===== src/rtl/m107_sprite_line_render.sv =====
// Per-scanline sprite renderer: scans object RAM, fetches 4bpp tile rows over a toggle handshake
// and writes opaque, visible pixels to the line buffer. Optional macro: M107_SPRITE_LAYER_MASK_EN.
module m107_sprite_line_render #(
    parameter logic [24:0] SDR_BASE  = 25'h0800000,
    parameter int          H_VISIBLE = 320,
    parameter int          OBJ_COUNT = 512
) (
    input  logic        clk,
    input  logic        reset,
    input  logic        ce,
    input  logic        line_start,
    input  logic [8:0]  vline,
    input  logic        obj_busy,
`ifdef M107_SPRITE_LAYER_MASK_EN
    input  logic [7:0]  layer_mask,
`endif
    output logic [10:0] obj_rd_addr,
    input  logic [15:0] obj_rd_data,
    output logic [24:0] sdr_addr,
    output logic        sdr_req,
    input  logic        sdr_ack,
    input  logic [63:0] sdr_data,
    output logic        lb_we,
    output logic [9:0]  lb_addr,
    output logic [11:0] lb_data,
    output logic        busy,
    output logic        done
);

    typedef enum logic [3:0] {
        S_IDLE,
        S_RD0,
        S_RD1,
        S_RD2,
        S_RD3,
        S_CHECK,
        S_FETCH,
        S_WAIT_SDR,
        S_DRAW,
        S_NEXT_COL,
        S_NEXT_OBJ,
        S_DONE
    } state_t;

    localparam logic [8:0]  LAST_IDX = 9'(OBJ_COUNT - 1);
    localparam logic [10:0] H_VIS    = 11'(H_VISIBLE);

    state_t      state_q, state_d;
    logic [8:0]  idx_q, idx_d;
    logic [8:0]  vline_q, vline_d;
    logic        skip_q, skip_d;
    logic        start_pend_q, start_pend_d;
    logic        abort_q, abort_d;
    logic [8:0]  y_q, y_d;
    logic [1:0]  hsel_q, hsel_d;
    logic [1:0]  wsel_q, wsel_d;
    logic [15:0] code_q, code_d;
    logic [6:0]  color_q, color_d;
    logic        prio_q, prio_d;
    logic        flipx_q, flipx_d;
    logic        flipy_q, flipy_d;
    logic [9:0]  x_q, x_d;
    logic [6:0]  r_q, r_d;
    logic [2:0]  col_q, col_d;
    logic [3:0]  pix_cnt_q, pix_cnt_d;
    logic [63:0] row_q, row_d;
    logic [10:0] obj_rd_addr_q, obj_rd_addr_d;
    logic [24:0] sdr_addr_q, sdr_addr_d;
    logic        sdr_req_q, sdr_req_d;
    logic        lb_we_q, lb_we_d;
    logic [9:0]  lb_addr_q, lb_addr_d;
    logic [11:0] lb_data_q, lb_data_d;
    logic        busy_q, busy_d;
    logic        done_q, done_d;
`ifdef M107_SPRITE_LAYER_MASK_EN
    logic [2:0]  layer_q, layer_d;
`endif

    // Object decode and per-pixel datapath, all derived from captured object words
    logic [8:0]  ly;
    logic [7:0]  hpx;
    logic [6:0]  hpx_m1;
    logic [6:0]  row_sel;
    logic        masked;
    logic        hit;
    logic [2:0]  cols_m1;
    logic [2:0]  xc;
    logic [15:0] tile;
    logic [3:0]  src;
    logic [3:0]  cur_pix;
    logic [9:0]  px;
    logic        px_vis;
    logic        start_evt;
    logic        start_skip;

    assign ly      = vline_q - y_q;
    assign hpx     = 8'd16 << hsel_q;
    assign hpx_m1  = 7'(hpx - 8'd1);
    assign row_sel = flipy_q ? (hpx_m1 - ly[6:0]) : ly[6:0];
`ifdef M107_SPRITE_LAYER_MASK_EN
    assign masked  = layer_mask[layer_q];
`else
    assign masked  = 1'b0;
`endif
    assign hit     = (ly < {1'b0, hpx}) && !masked;
    assign cols_m1 = 3'((4'd1 << wsel_q) - 4'd1);
    assign xc      = flipx_q ? (cols_m1 - col_q) : col_q;
    assign tile    = code_q + {10'd0, col_q, 3'd0} + {13'd0, r_q[6:4]};
    assign src     = flipx_q ? ~pix_cnt_q : pix_cnt_q;
    assign cur_pix = row_q[{src, 2'b00} +: 4];
    assign px      = x_q + {3'd0, xc, 4'd0} + {6'd0, pix_cnt_q};
    assign px_vis  = {1'b0, px} < H_VIS;

    // A line_start seen while ce=0 is held until the next enabled cycle
    assign start_evt  = line_start | start_pend_q;
    assign start_skip = line_start ? obj_busy : skip_q;

    always_comb begin
        state_d       = state_q;
        idx_d         = idx_q;
        abort_d       = abort_q;
        y_d           = y_q;
        hsel_d        = hsel_q;
        wsel_d        = wsel_q;
        code_d        = code_q;
        color_d       = color_q;
        prio_d        = prio_q;
        flipx_d       = flipx_q;
        flipy_d       = flipy_q;
        x_d           = x_q;
        r_d           = r_q;
        col_d         = col_q;
        pix_cnt_d     = pix_cnt_q;
        row_d         = row_q;
        obj_rd_addr_d = obj_rd_addr_q;
        sdr_addr_d    = sdr_addr_q;
        sdr_req_d     = sdr_req_q;
        lb_we_d       = 1'b0;
        lb_addr_d     = lb_addr_q;
        lb_data_d     = lb_data_q;
        busy_d        = busy_q;
        done_d        = 1'b0;
`ifdef M107_SPRITE_LAYER_MASK_EN
        layer_d       = layer_q;
`endif
        vline_d       = line_start ? vline : vline_q;
        skip_d        = line_start ? obj_busy : skip_q;
        start_pend_d  = start_evt & ~ce;

        if (ce) begin
            if (start_evt) begin
                busy_d = 1'b1;
                idx_d  = '0;
                // A request already in flight must complete before its data can be dropped
                if (state_q == S_WAIT_SDR && sdr_req_q != sdr_ack) begin
                    abort_d = 1'b1;
                end else begin
                    abort_d = 1'b0;
                    state_d = start_skip ? S_DONE : S_RD0;
                end
            end else begin
                unique case (state_q)
                    S_IDLE: ;
                    S_RD0: state_d = S_RD1;
                    S_RD1: begin
                        y_d     = obj_rd_data[8:0];
                        hsel_d  = obj_rd_data[10:9];
                        wsel_d  = obj_rd_data[12:11];
`ifdef M107_SPRITE_LAYER_MASK_EN
                        layer_d = obj_rd_data[15:13];
`endif
                        state_d = S_RD2;
                    end
                    S_RD2: begin
                        code_d  = obj_rd_data;
                        state_d = S_RD3;
                    end
                    S_RD3: begin
                        color_d = obj_rd_data[6:0];
                        prio_d  = obj_rd_data[7];
                        flipx_d = obj_rd_data[8];
                        flipy_d = obj_rd_data[9];
                        state_d = S_CHECK;
                    end
                    S_CHECK: begin
                        x_d = obj_rd_data[9:0];
                        if (hit) begin
                            r_d     = row_sel;
                            col_d   = '0;
                            state_d = S_FETCH;
                        end else begin
                            state_d = S_NEXT_OBJ;
                        end
                    end
                    S_FETCH: begin
                        sdr_addr_d = SDR_BASE + {2'b00, tile, r_q[3:0], 3'b000};
                        sdr_req_d  = ~sdr_req_q;
                        state_d    = S_WAIT_SDR;
                    end
                    S_WAIT_SDR: begin
                        if (sdr_req_q == sdr_ack) begin
                            if (abort_q) begin
                                abort_d = 1'b0;
                                state_d = skip_q ? S_DONE : S_RD0;
                            end else begin
                                row_d     = sdr_data;
                                pix_cnt_d = '0;
                                state_d   = S_DRAW;
                            end
                        end
                    end
                    S_DRAW: begin
                        if (cur_pix != 4'd0 && px_vis) begin
                            lb_we_d   = 1'b1;
                            lb_addr_d = px;
                            lb_data_d = {prio_q, color_q, cur_pix};
                        end
                        pix_cnt_d = pix_cnt_q + 4'd1;
                        if (pix_cnt_q == 4'd15) begin
                            state_d = S_NEXT_COL;
                        end
                    end
                    S_NEXT_COL: begin
                        if (col_q == cols_m1) begin
                            state_d = S_NEXT_OBJ;
                        end else begin
                            col_d   = col_q + 3'd1;
                            state_d = S_FETCH;
                        end
                    end
                    S_NEXT_OBJ: begin
                        if (idx_q == LAST_IDX) begin
                            state_d = S_DONE;
                        end else begin
                            idx_d   = idx_q + 9'd1;
                            state_d = S_RD0;
                        end
                    end
                    S_DONE: begin
                        busy_d  = 1'b0;
                        state_d = S_IDLE;
                    end
                    default: state_d = S_IDLE;
                endcase
            end

            if (state_d == S_DONE && (state_q != S_DONE || start_evt)) begin
                done_d = 1'b1;
            end

            // Object RAM address follows the read state being entered
            unique case (state_d)
                S_RD0:   obj_rd_addr_d = {idx_d, 2'd0};
                S_RD1:   obj_rd_addr_d = {idx_d, 2'd1};
                S_RD2:   obj_rd_addr_d = {idx_d, 2'd2};
                S_RD3:   obj_rd_addr_d = {idx_d, 2'd3};
                default: ;
            endcase
        end
    end

    always_ff @(posedge clk) begin
        if (reset) begin
            state_q       <= S_IDLE;
            idx_q         <= '0;
            vline_q       <= '0;
            skip_q        <= 1'b0;
            start_pend_q  <= 1'b0;
            abort_q       <= 1'b0;
            y_q           <= '0;
            hsel_q        <= '0;
            wsel_q        <= '0;
            code_q        <= '0;
            color_q       <= '0;
            prio_q        <= 1'b0;
            flipx_q       <= 1'b0;
            flipy_q       <= 1'b0;
            x_q           <= '0;
            r_q           <= '0;
            col_q         <= '0;
            pix_cnt_q     <= '0;
            row_q         <= '0;
            obj_rd_addr_q <= '0;
            sdr_addr_q    <= '0;
            sdr_req_q     <= 1'b0;
            lb_we_q       <= 1'b0;
            lb_addr_q     <= '0;
            lb_data_q     <= '0;
            busy_q        <= 1'b0;
            done_q        <= 1'b0;
`ifdef M107_SPRITE_LAYER_MASK_EN
            layer_q       <= '0;
`endif
        end else begin
            state_q       <= state_d;
            idx_q         <= idx_d;
            vline_q       <= vline_d;
            skip_q        <= skip_d;
            start_pend_q  <= start_pend_d;
            abort_q       <= abort_d;
            y_q           <= y_d;
            hsel_q        <= hsel_d;
            wsel_q        <= wsel_d;
            code_q        <= code_d;
            color_q       <= color_d;
            prio_q        <= prio_d;
            flipx_q       <= flipx_d;
            flipy_q       <= flipy_d;
            x_q           <= x_d;
            r_q           <= r_d;
            col_q         <= col_d;
            pix_cnt_q     <= pix_cnt_d;
            row_q         <= row_d;
            obj_rd_addr_q <= obj_rd_addr_d;
            sdr_addr_q    <= sdr_addr_d;
            sdr_req_q     <= sdr_req_d;
            lb_we_q       <= lb_we_d;
            lb_addr_q     <= lb_addr_d;
            lb_data_q     <= lb_data_d;
            busy_q        <= busy_d;
            done_q        <= done_d;
`ifdef M107_SPRITE_LAYER_MASK_EN
            layer_q       <= layer_d;
`endif
        end
    end

    assign obj_rd_addr = obj_rd_addr_q;
    assign sdr_addr    = sdr_addr_q;
    assign sdr_req     = sdr_req_q;
    assign lb_we       = lb_we_q;
    assign lb_addr     = lb_addr_q;
    assign lb_data     = lb_data_q;
    assign busy        = busy_q;
    assign done        = done_q;

endmodule


===== config.mk =====
export PLATFORM = sky130hd
export DESIGN_NAME = m107_sprite_line_render
export DESIGN_NICKNAME = d
export VERILOG_FILES = /design/src/rtl/m107_sprite_line_render.sv
export SDC_FILE = /design/constraint.sdc
export NUM_CORES = 1
export LEC_CHECK = 0
export CORE_MARGIN = 2
export CORE_UTILIZATION = 54
export CTS_CLUSTER_DIAMETER = 150
export DETAILED_ROUTE_END_ITERATION = 10
export GPL_TIMING_DRIVEN = 0
export HOLD_SLACK_MARGIN = 0.02
export MAX_ROUTING_LAYER = met4
export PLACE_DENSITY_LB_ADDON = 0.25
export SYNTH_ARGS = -nofsm -noshare
export SYNTH_HDL_FRONTEND = slang
export SYNTH_SLANG_ARGS = --single-unit

===== constraint.sdc =====
create_clock -name clk -period 4.4 [get_ports clk]
set_input_delay 0.66 -clock clk [delete_from_list [all_inputs] [get_ports clk]]
set_output_delay 0.66 -clock clk [all_outputs]
set_load 0.1 [all_outputs]

Yosys cells after proc, flatten, opt, wreduce, memory -nomap -nowiden
Cells that the tools add are included.
Word-level totals
  output and inout port bits: 62
  register bits: 214
  input bits: 95
Operators by class
  multiplexer cells: 34
  reductions and logical operators: 27
  add/subtract/negate cells: 13
  eq/ne operators: 26
  bitwise logic cells: 8
  magnitude comparators: 2
  shifts and indexed selects: 3
Operators with widths (number)
  $shiftx A64 B7 Y4: 1
  $mux W4: 14
  $pmux W11 S4: 1
  $pmux W4 S11: 1
  $mux W9: 3
  $add A24 B23 Y25 const A: 1
  $eq A4 B4 Y1 const B: 6
  $eq A4 B3 Y1 const B: 5
  $reduce_and A3 Y1: 6
  $add A16 B3 Y16: 1
  $add A16 B6 Y16: 1
  $eq A4 B2 Y1 const B: 4
  $reduce_and A5 Y1: 3
  $add A10 B4 Y10: 1
  $add A10 B7 Y10: 1
  $lt A10 B9 Y1 const B: 1
  $reduce_bool A2 Y1: 5
  $add A9 B1 Y9 const B: 1
  $eq A9 B9 Y1 const B: 1
  $lt A9 B8 Y1: 1
  $mux W1: 9
  $mux W3: 3
  $sub A9 B9 Y9: 1
  $eq A4 B1 Y1 const B: 2
  29 further kinds: 40

Depth between registers and ports, before layout
Gate-level depths: netlist of run 1.
  word-level depth: 10
  mapped depth: 18
  mapped depth without buffers: 17

Worst setup path after synthesis of run 1
OpenSTA, ideal clock, no wires.
  path type: flip-flop to flip-flop
  start point: reg wsel_q[1]
  end point: reg lb_addr_q[3] (netlist: lb_addr[3])
  data arrival time: 3.456 ns
  stages on the path, launching flop included: 19
  slack: 0.816 ns
  path buffers: 2
  required time: 4.272 ns
  path through: dfxtp_1 -> nor2_1 -> ha_1 -> inv_1 -> fa_1 -> and3_1 -> o21ai_0 -> xnor2_1 -> ha_1 -> clkbuf_1 -> nor3b_1 -> a21oi_1 -> nand3_1 -> a211o_1 -> o311a_1 -> a211oi_4 -> buf_8 -> mux2i_1 -> nor2_1
Between the ends
  longest elaborated chain between the ends: 9
Ends and longest elaborated chain
  start, declared: line 56  | logic [1:0] wsel_q, wsel_d;
  start signal, assigned: line 303  | wsel_q <= wsel_d;
  $shl A1 B2 Y3: line 106  | assign cols_m1 = 3'((4'd1 << wsel_q) - 4'd1);
  $sub A3 B1 Y3: line 106
  $sub A3 B3 Y3: line 107  | assign xc = flipx_q ? (cols_m1 - col_q) : col_q;
  $mux W3: line 107
  $add A10 B7 Y10: line 111  | assign px = x_q + {3'd0, xc, 4'd0} + {6'd0, pix_cnt_q};
  $add A10 B4 Y10: line 111
  $lt A10 B9 Y1: line 112  | assign px_vis = {1'b0, px} < H_VIS;
  $logic_and A1 B1 Y1: line 213  | if (cur_pix != 4'd0 && px_vis) begin
  $reduce_and A4 Y1 (no source line)
  end signal, assigned: line 318  | lb_addr_q <= lb_addr_d;
  end, declared: line 71  | logic [9:0] lb_addr_q, lb_addr_d;
Every way passes these cells.
A chain may end at the register's enable or synchronous reset.

Final worst setup path of run 1
  start point: reg vline_q[0]
  end point: reg r_q[4]
Between the ends
  longest elaborated chain between the ends: 3
Ends and longest elaborated chain
  start, declared: line 50  | logic [8:0] vline_q, vline_d;
  start signal, assigned: line 297  | vline_q <= vline_d;
  $sub A9 B9 Y9 (*): line 96  | assign ly = vline_q - y_q;
  $lt A9 B8 Y1 / $sub A7 B7 Y7 (equally long branches): line 105, 99
  $reduce_and A4 Y1 (no source line) / $mux W7 (equally long branches)
  end signal, assigned: line 310  | r_q <= r_d;
  end, declared: line 63  | logic [6:0] r_q, r_d;
Every way passes the cells marked *; elsewhere a longest branch is shown, timed or not.

==> results of run 1 <==
==> layout make-up <==
| cell class | instances | area [µm²] | area share (%) |
|---|---|---|---|
| plain buffers | 77 | 359 | 2.81 |
| clock buffers | 28 | 634 | 4.96 |
| clock inverters | 11 | 109 | 0.851 |
| inverters | 28 | 105 | 0.821 |
| multi-input cells | 917 | 5590 | 43.7 |
| flip-flops and latches | 210 | 4200 | 32.8 |
| well taps | 234 | 293 | 2.29 |
| repair buffers | 150 | 1500 | 11.7 |
==> layer usage <==
| metal | GRT usage (%) | vias up | wire [µm] |
|---|---|---|---|
| met5 | - | - | 0 |
| met4 | 12.0 | 0 | 1170 |
| met3 | 3.95 | 77 | 1690 |
| met2 | 46.7 | 338 | 13000 |
| met1 | 35.0 | 4332 | 11900 |
| li1 | - | 4588 | - |
==> cell usage in the layout, fill, tap and decap left out, types with 23 or more instances in the layout <==
cell,instances
ha_1,31
a21oi_1,160
xnor2_1,25
mux2i_1,48
clkbuf_16,23
nand2_1,265
clkdlybuf4s50_1,150
clkbuf_1,55
dfxtp_1,210
inv_1,27
nor2_1,110
==> sequential cells by signal, indices dropped and copies added (netlist names), 7 cells and up <==
register / count
row_q: 64
sdr_addr: 21
code_q: 16
lb_data: 12
obj_rd_addr: 11
lb_addr: 10
x_q: 10
idx_q: 9
vline_q: 9
y_q: 9
color_q: 7
r_q: 7
==> kinds of logic after synthesis <==
logic type / count (synthesis)
mux: 65
fa+ha+maj: 35
buf+inv: 106
compound gates: 281
other cells: 1
xor+xnor: 41
flops: 210
simple gates: 491
==> per-stage QoR <==
| step | instance area, µm² | util (%) | hold WS (ns) | instances | power [mW] |
|---|---|---|---|---|---|
| 2_1_floorplan | 10300 | - | 0.431 | 1233 | 2.22 |
| 3_3_place_gp | 12100 | 64.7 | 0.438 | 1617 | 2.39 |
| 3_5_place_dp | 12100 | 64.7 | 0.444 | 1617 | 2.39 |
| 4_1_cts | 12800 | 68.7 | 0.454 | 1656 | 4.27 |
| 5_1_grt | 12800 | 68.7 | 0.465 | 1655 | 4.39 |
| 6_report | 12800 | 68.7 | 0.452 | 1655 | 4.26 |
==> report_power, final <==
group	switching, mW	total, mW	leakage (nW)	internal (mW)
combinational	0.244	0.423	2.53	0.180
sequential	0.0127	1.93	1.69	1.92
clock	0.774	1.91	0.377	1.14
==> critical path: stages (launching register included) <==
cell and delay, ns:
dfxtp_1 0.31, inv_1 0.07, ha_1 0.16, inv_1 0.05
fa_1 0.40, a21o_1 0.20, a221oi_1 0.43, xnor2_1 0.17
ha_1 0.37, and3_1 0.18, a211o_1 0.30, a211oi_1 0.21
o31ai_1 0.17, nor2_2 0.34, buf_2 0.31, nor2_1 0.06
a211oi_1 0.23
==> worst paths after layout <==
check / endpoint / depth (start not counted) / startpoint
worst min-delay path: sdr_addr[3] / 2 / r_q[0]
worst max register to register: r_q[4] / 16 / vline_q[0]
worst max-delay path: r_q[4] / 16 / vline_q[0]
worst min register to register: sdr_addr[3] / 2 / r_q[0]
==> summary.txt, run 1 <==
Timing
  – Fin crit period: between 4 and 5 ns
  – Setup TNS: 0 ns
  – Layout Skew: ~0.0083 ns
  – Final Max Tran Viols: 0
  – Period utilization: 92.6%
  – RSZ-0062 raised after global routing: false
  – Worst slew pin tran: 1.25 ns
  – Worst slew margin: 16.2%
  – Final hold vios: 0
  – Fmax: approximately 250 MHz
  – Setup ws final: about 0.33 ns
  – # setup viols final: 0

Drt
  – ANT nets after route: 0
  – Iteration-0 DRC Markers: around 500
  – Total Routed Length: between 20 and 30 mm
  – Vias: 9335
  – Router iterations before antenna repair: 5
  – DR DRC count: 0
  – Via-per-instance ratio: between 5 and 6
  – WL/cell: around 17 µm

Floorplanning
  – Row count: 50
  – Top Ports: approximately 160
  – Core Footprint: around 19000 µm²
  – Chip height: 142 µm
  – Die area: between 20000 and 25000 µm²
  – Width of the die: around 140 µm
  – Initial core utilization: between 50 and 60%

Yosys
  – Ys Warns: 0
  – Netlist cell types: just under 80
  – Synth Area per Inst: ~8.3 µm²
  – EDFF count, synth: 0
  – Synthesized area: between 10000 and 15000 µm²
  – FF+latch count, synth: 210
  – Synth top area share: slightly above 40%
  – Register area share after synthesis: 41.0%
  – Mux cell area share after synthesis: under 10%
  – Post-Synthesis Cells: about 1.2k
  – Compound-Gate Fraction of Synth Area: between 10% and 20%
  – Synth top area cells: dfxtp_1 (41%), nand2_1 (9.7%), a21oi_1 (7.8%)
  – Largest family of logic cells by synthesized area: simple AND/OR/NAND/NOR gates
  – Post-Synth Adder-Cell Area: 4.56%
  – Top-count cell post-synth: nand2_1
  – XOR/XNOR Fraction of Synth Area: around 3.7%
  – Simple-gate share of the synthesized area: around a fifth
  – Async S/R FF share, synth: 0%
  – Yosys top cell by area: dfxtp_1
  – Most frequent cells after synthesis: nand2_1 (265), dfxtp_1 (210), a21oi_1 (160)
  – Prevailing post-synth register cell: dfxtp_1

Finish
  – Nets@finish: 1536
  – Layout cell share with drive strength beyond 1: slightly above 6%
  – Area delta synth->final: 24.9%
  – # diodes: 0
  – Fillers: 1540

Clocking
  – Root Buffer: clkbuf_16
  – CTS H-tree lvls: 1
  – Max clock buf depth: 3
  – Clock sink count: between 200 and 250
  – CTS Buf Count: 22
  – CTS resizes: 0
  – CTS clk-pin slew, worst paths: around 0.07 ns
  – Hold-fix buffers, CTS: 0
  – Postcts setup bufs: 0
  – CTS tree: built
  – Skew-Pair Late Insertion Delay: between 0.5 and 0.6 ns

Flow run
  – Max cap viols: 0

Critical path
  – Crit start category: flip-flop
  – Max Fanout on Critical Path: 10
  – Setup crit end kind: flip-flop
  – Worst EP arrival: roughly 4.5 ns
  – R2R setup slack: roughly 0.33 ns
  – Worst Path Required: 4.82 ns
  – Crit Path Class: flip-flop to flip-flop

GRT
  – Largest net degree at the start of global routing: 15
  – GRT Total Usage: 28.3%
  – Total grt overflow: 0
  – Initial antenna violation count: 0
  – First-pass GRT wire length: 44.4 mm
  – Vias in the first global route: approximately 8.9k

Run status
  – Outcome: complete, no violations

Place
  – Routability-driven placement congestion ratio: 0.965
  – Port Buf Inserts: 150
  – Hpwl dp: between 20 and 25 mm
  – Worst slack at placement: ~0.16 ns

Power and ir drop
  – PwrDens: around 330 nW/µm²
  – Maximum vdd drop: about 220 µV
  – Leak Pwr: 4.60 nW

Worst hold path
  – Hold Crit Class: flip-flop to flip-flop
No activity file was read; power rests on OpenSTA's default activity.
==> run 2: changes to the inputs <==
--- a/config.mk
+++ b/config.mk
@@ -11,7 +11,6 @@
 export DETAILED_ROUTE_END_ITERATION = 10
 export GPL_TIMING_DRIVEN = 0
 export HOLD_SLACK_MARGIN = 0.02
-export MAX_ROUTING_LAYER = met4
 export PLACE_DENSITY_LB_ADDON = 0.25
 export SYNTH_ARGS = -nofsm -noshare
 export SYNTH_HDL_FRONTEND = slang
==> run 2 against run 1 <==
Total power rose by 4.6%. Non-clock buffer count stayed put. Via count increased by 0.11%. First-iteration DRC count increased by 27%. Die area stayed put. Sequential power barely moved. Fmax decreased by 2.2%. Critical endpoint is now r_q[6]. Largest cell class unchanged.
==> summary.txt, run 2 (synthesis gave the netlist of run 1 again) <==
Run status
  – Outcome: complete, no violations

Place
  – DP Area: ~12000 µm²
  – Routability-driven placement congestion ratio: 0.943
  – Hpwl dp: approximately 21 mm
  – Port Buf Inserts: 150

Drt
  – ANT nets after route: 0
  – Total Routed Length: roughly 28 mm
  – Via-per-instance ratio: between 5 and 6
  – DR DRC count: 0
  – Router iterations before antenna repair: 5
  – Iteration-0 DRC Markers: 640
  – Vias: about 9.3k
  – WL/cell: between 15 and 20 µm

Clocking
  – Clock sink count: 210
  – CTS H-tree lvls: 1
  – CTS Buf Count: 23
  – Root Buffer: clkbuf_16
  – CTS clk-pin slew, worst paths: approximately 0.06 ns
  – Hold-fix buffers, CTS: 0
  – Skew-Pair Late Insertion Delay: roughly 0.50 ns
  – Postcts setup bufs: 0
  – Max clock buf depth: 3
  – CTS tree: built

Floorplanning
  – Top Ports: roughly 160
  – Width of the die: around 140 µm
  – Initial core utilization: 55.0%
  – Row count: 50
  – Core Footprint: between 15000 and 20000 µm²
  – Chip height: approximately 140 µm
  – Die area: between 20000 and 25000 µm²

GRT
  – First-pass GRT wire length: around 44 mm
  – GR peak layer: met2
  – Initial antenna violation count: 0
  – Met1 GRT Util: 34.7%
  – Total grt overflow: 0
  – GRT met2 Usage: around half
  – Vias in the first global route: between 8k and 9k
  – Largest net degree at the start of global routing: 14
  – Met3 usage: between 3 and 4%
  – GRT Total Usage: 27.7%

Timing
  – RSZ-0062 raised after global routing: false
  – Fmax: between 200 and 250 MHz
  – # setup viols final: 0
  – Period utilization: between 90% and 100%
  – Worst slew pin tran: 1.26 ns
  – Final Max Tran Viols: 0
  – Hold Slack: between 0.4 and 0.5 ns
  – Worst slew margin: between 10% and 20%
  – Layout Skew: ~0.015 ns
  – Final hold vios: 0
  – Fin crit period: 4.17 ns
  – Setup TNS: 0 ns

Critical path
  – Setup crit end kind: flip-flop
  – Crit path buffers/inverters: 2
  – Max Fanout on Critical Path: 10
  – Max incr delay on CP: roughly 0.42 ns
  – CP max stage cell: a221oi_1
  – Crit-path cells: ha_1, inv_1, fa_1, a21o_1, a221oi_1, xnor2_1, ha_1, and3_1, a211o_1, a211oi_1, o31ai_1, nor2_2, buf_2, nor2_1, a211oi_1
  – Worst Path Required: roughly 4.8 ns
  – Crit start category: flip-flop
  – Largest delay share family, worst path: compound AO/OA/AOI/OAI gates
  – Crit Path Class: flip-flop to flip-flop
  – Worst reg-to-reg path cell count: 15
  – Worst EP arrival: approximately 4.6 ns
  – WP depth: 15

Worst hold path
  – Hold Crit Class: flip-flop to flip-flop
  – Cells on Worst Hold Path: 2

Finish
  – Cell area after layout: ~13000 µm²
  – Max FFs per register: 64
  – Final core occ: 69.1%
  – Biggest register: row_q
  – # diodes: 0
  – Layout cell share with drive strength beyond 1: under 10%
  – Commonest non-fill, non-tap cell in the layout: nand2_1
  – Nets@finish: approximately 1.5k
  – Fillers: ~1.5k
  – Most frequent cells in the layout: nand2_1 (265), dfxtp_1 (210), a21oi_1 (160), clkdlybuf4s50_1 (150), nor2_1 (110)
  – Area delta synth->final: 25.7%

Power and ir drop
  – PwrDens: 346 nW/µm²
  – Maximum vdd drop: roughly 330 µV
  – Leak Pwr: between 4 and 5 nW

Flow run
  – Max cap viols: 0
run 2: changes by cell type in the layout (fill, tap and decap cells not counted):
cell       previous run  this run
bufinv_16             2         5
clkinv_2              8         4
clkbuf_1             55        56
clkbuf_8              4         5
run 2: timing repair:
item,4_1_cts,5_1_grt
endpoints found under the hold margin,0,0
resized for setup,0,1
setup endpoints to repair,0,6
run 2: per-stage QoR:
stage | std cells | total power [mW] | worst slack [ns]
after floorplan | 1233 | 2.22 | 0.816
after global placement | 1617 | 2.39 | 0.223
after detailed placement | 1617 | 2.39 | 0.148
after CTS | 1657 | 4.47 | 0.111
after global routing | 1656 | 4.59 | 0.0195
final | 1656 | 4.46 | 0.235
run 2: worst register-to-register path, stage by stage (launching register included):
cell      delay (ns)
dfxtp_1         0.37
ha_1            0.19
inv_1           0.06
fa_1            0.40
a21o_1          0.20
a221oi_1        0.42
xnor2_1         0.18
ha_1            0.37
and3_1          0.19
a211o_1         0.30
a211oi_1        0.23
o31ai_1         0.20
nor2_2          0.34
buf_2           0.31
nor2_1          0.07
a211oi_1        0.25
run 2: final timing paths:
check	from	to	slack [ns]
worst min-delay path	row_q[24]	row_q[24]	0.45
worst max-delay path	y_q[0]	r_q[6]	0.23
worst max register to register	y_q[0]	r_q[6]	0.23
worst min register to register	row_q[24]	row_q[24]	0.45
run 2: where the power goes:
group          switching [mW]  internal (mW)  leakage [nW]
sequential             0.0125           1.92          1.69
combinational           0.246          0.180          2.53
clock                   0.771           1.33         0.412
run 2: final cells by class:
| type | count | area (µm²) | share of cell area (%) |
|---|---|---|---|
| Tap cell | 234 | 293 | 2.27 |
| Clock inverter | 10 | 179 | 1.39 |
| Inverter | 28 | 105 | 0.816 |
| Clock buffer | 30 | 652 | 5.06 |
| Multi-Input combinational cell | 917 | 5590 | 43.4 |
| Sequential cell | 210 | 4200 | 32.6 |
| Timing Repair Buffer | 150 | 1500 | 11.7 |
| Buffer | 77 | 359 | 2.79 |
run 2: per-layer routing:
metal	part of all wire [%]	up-vias
li1	-	4590
met3	5.7	71
met5	0	-
met4	4.1	0
met1	42	4386
met2	48	298
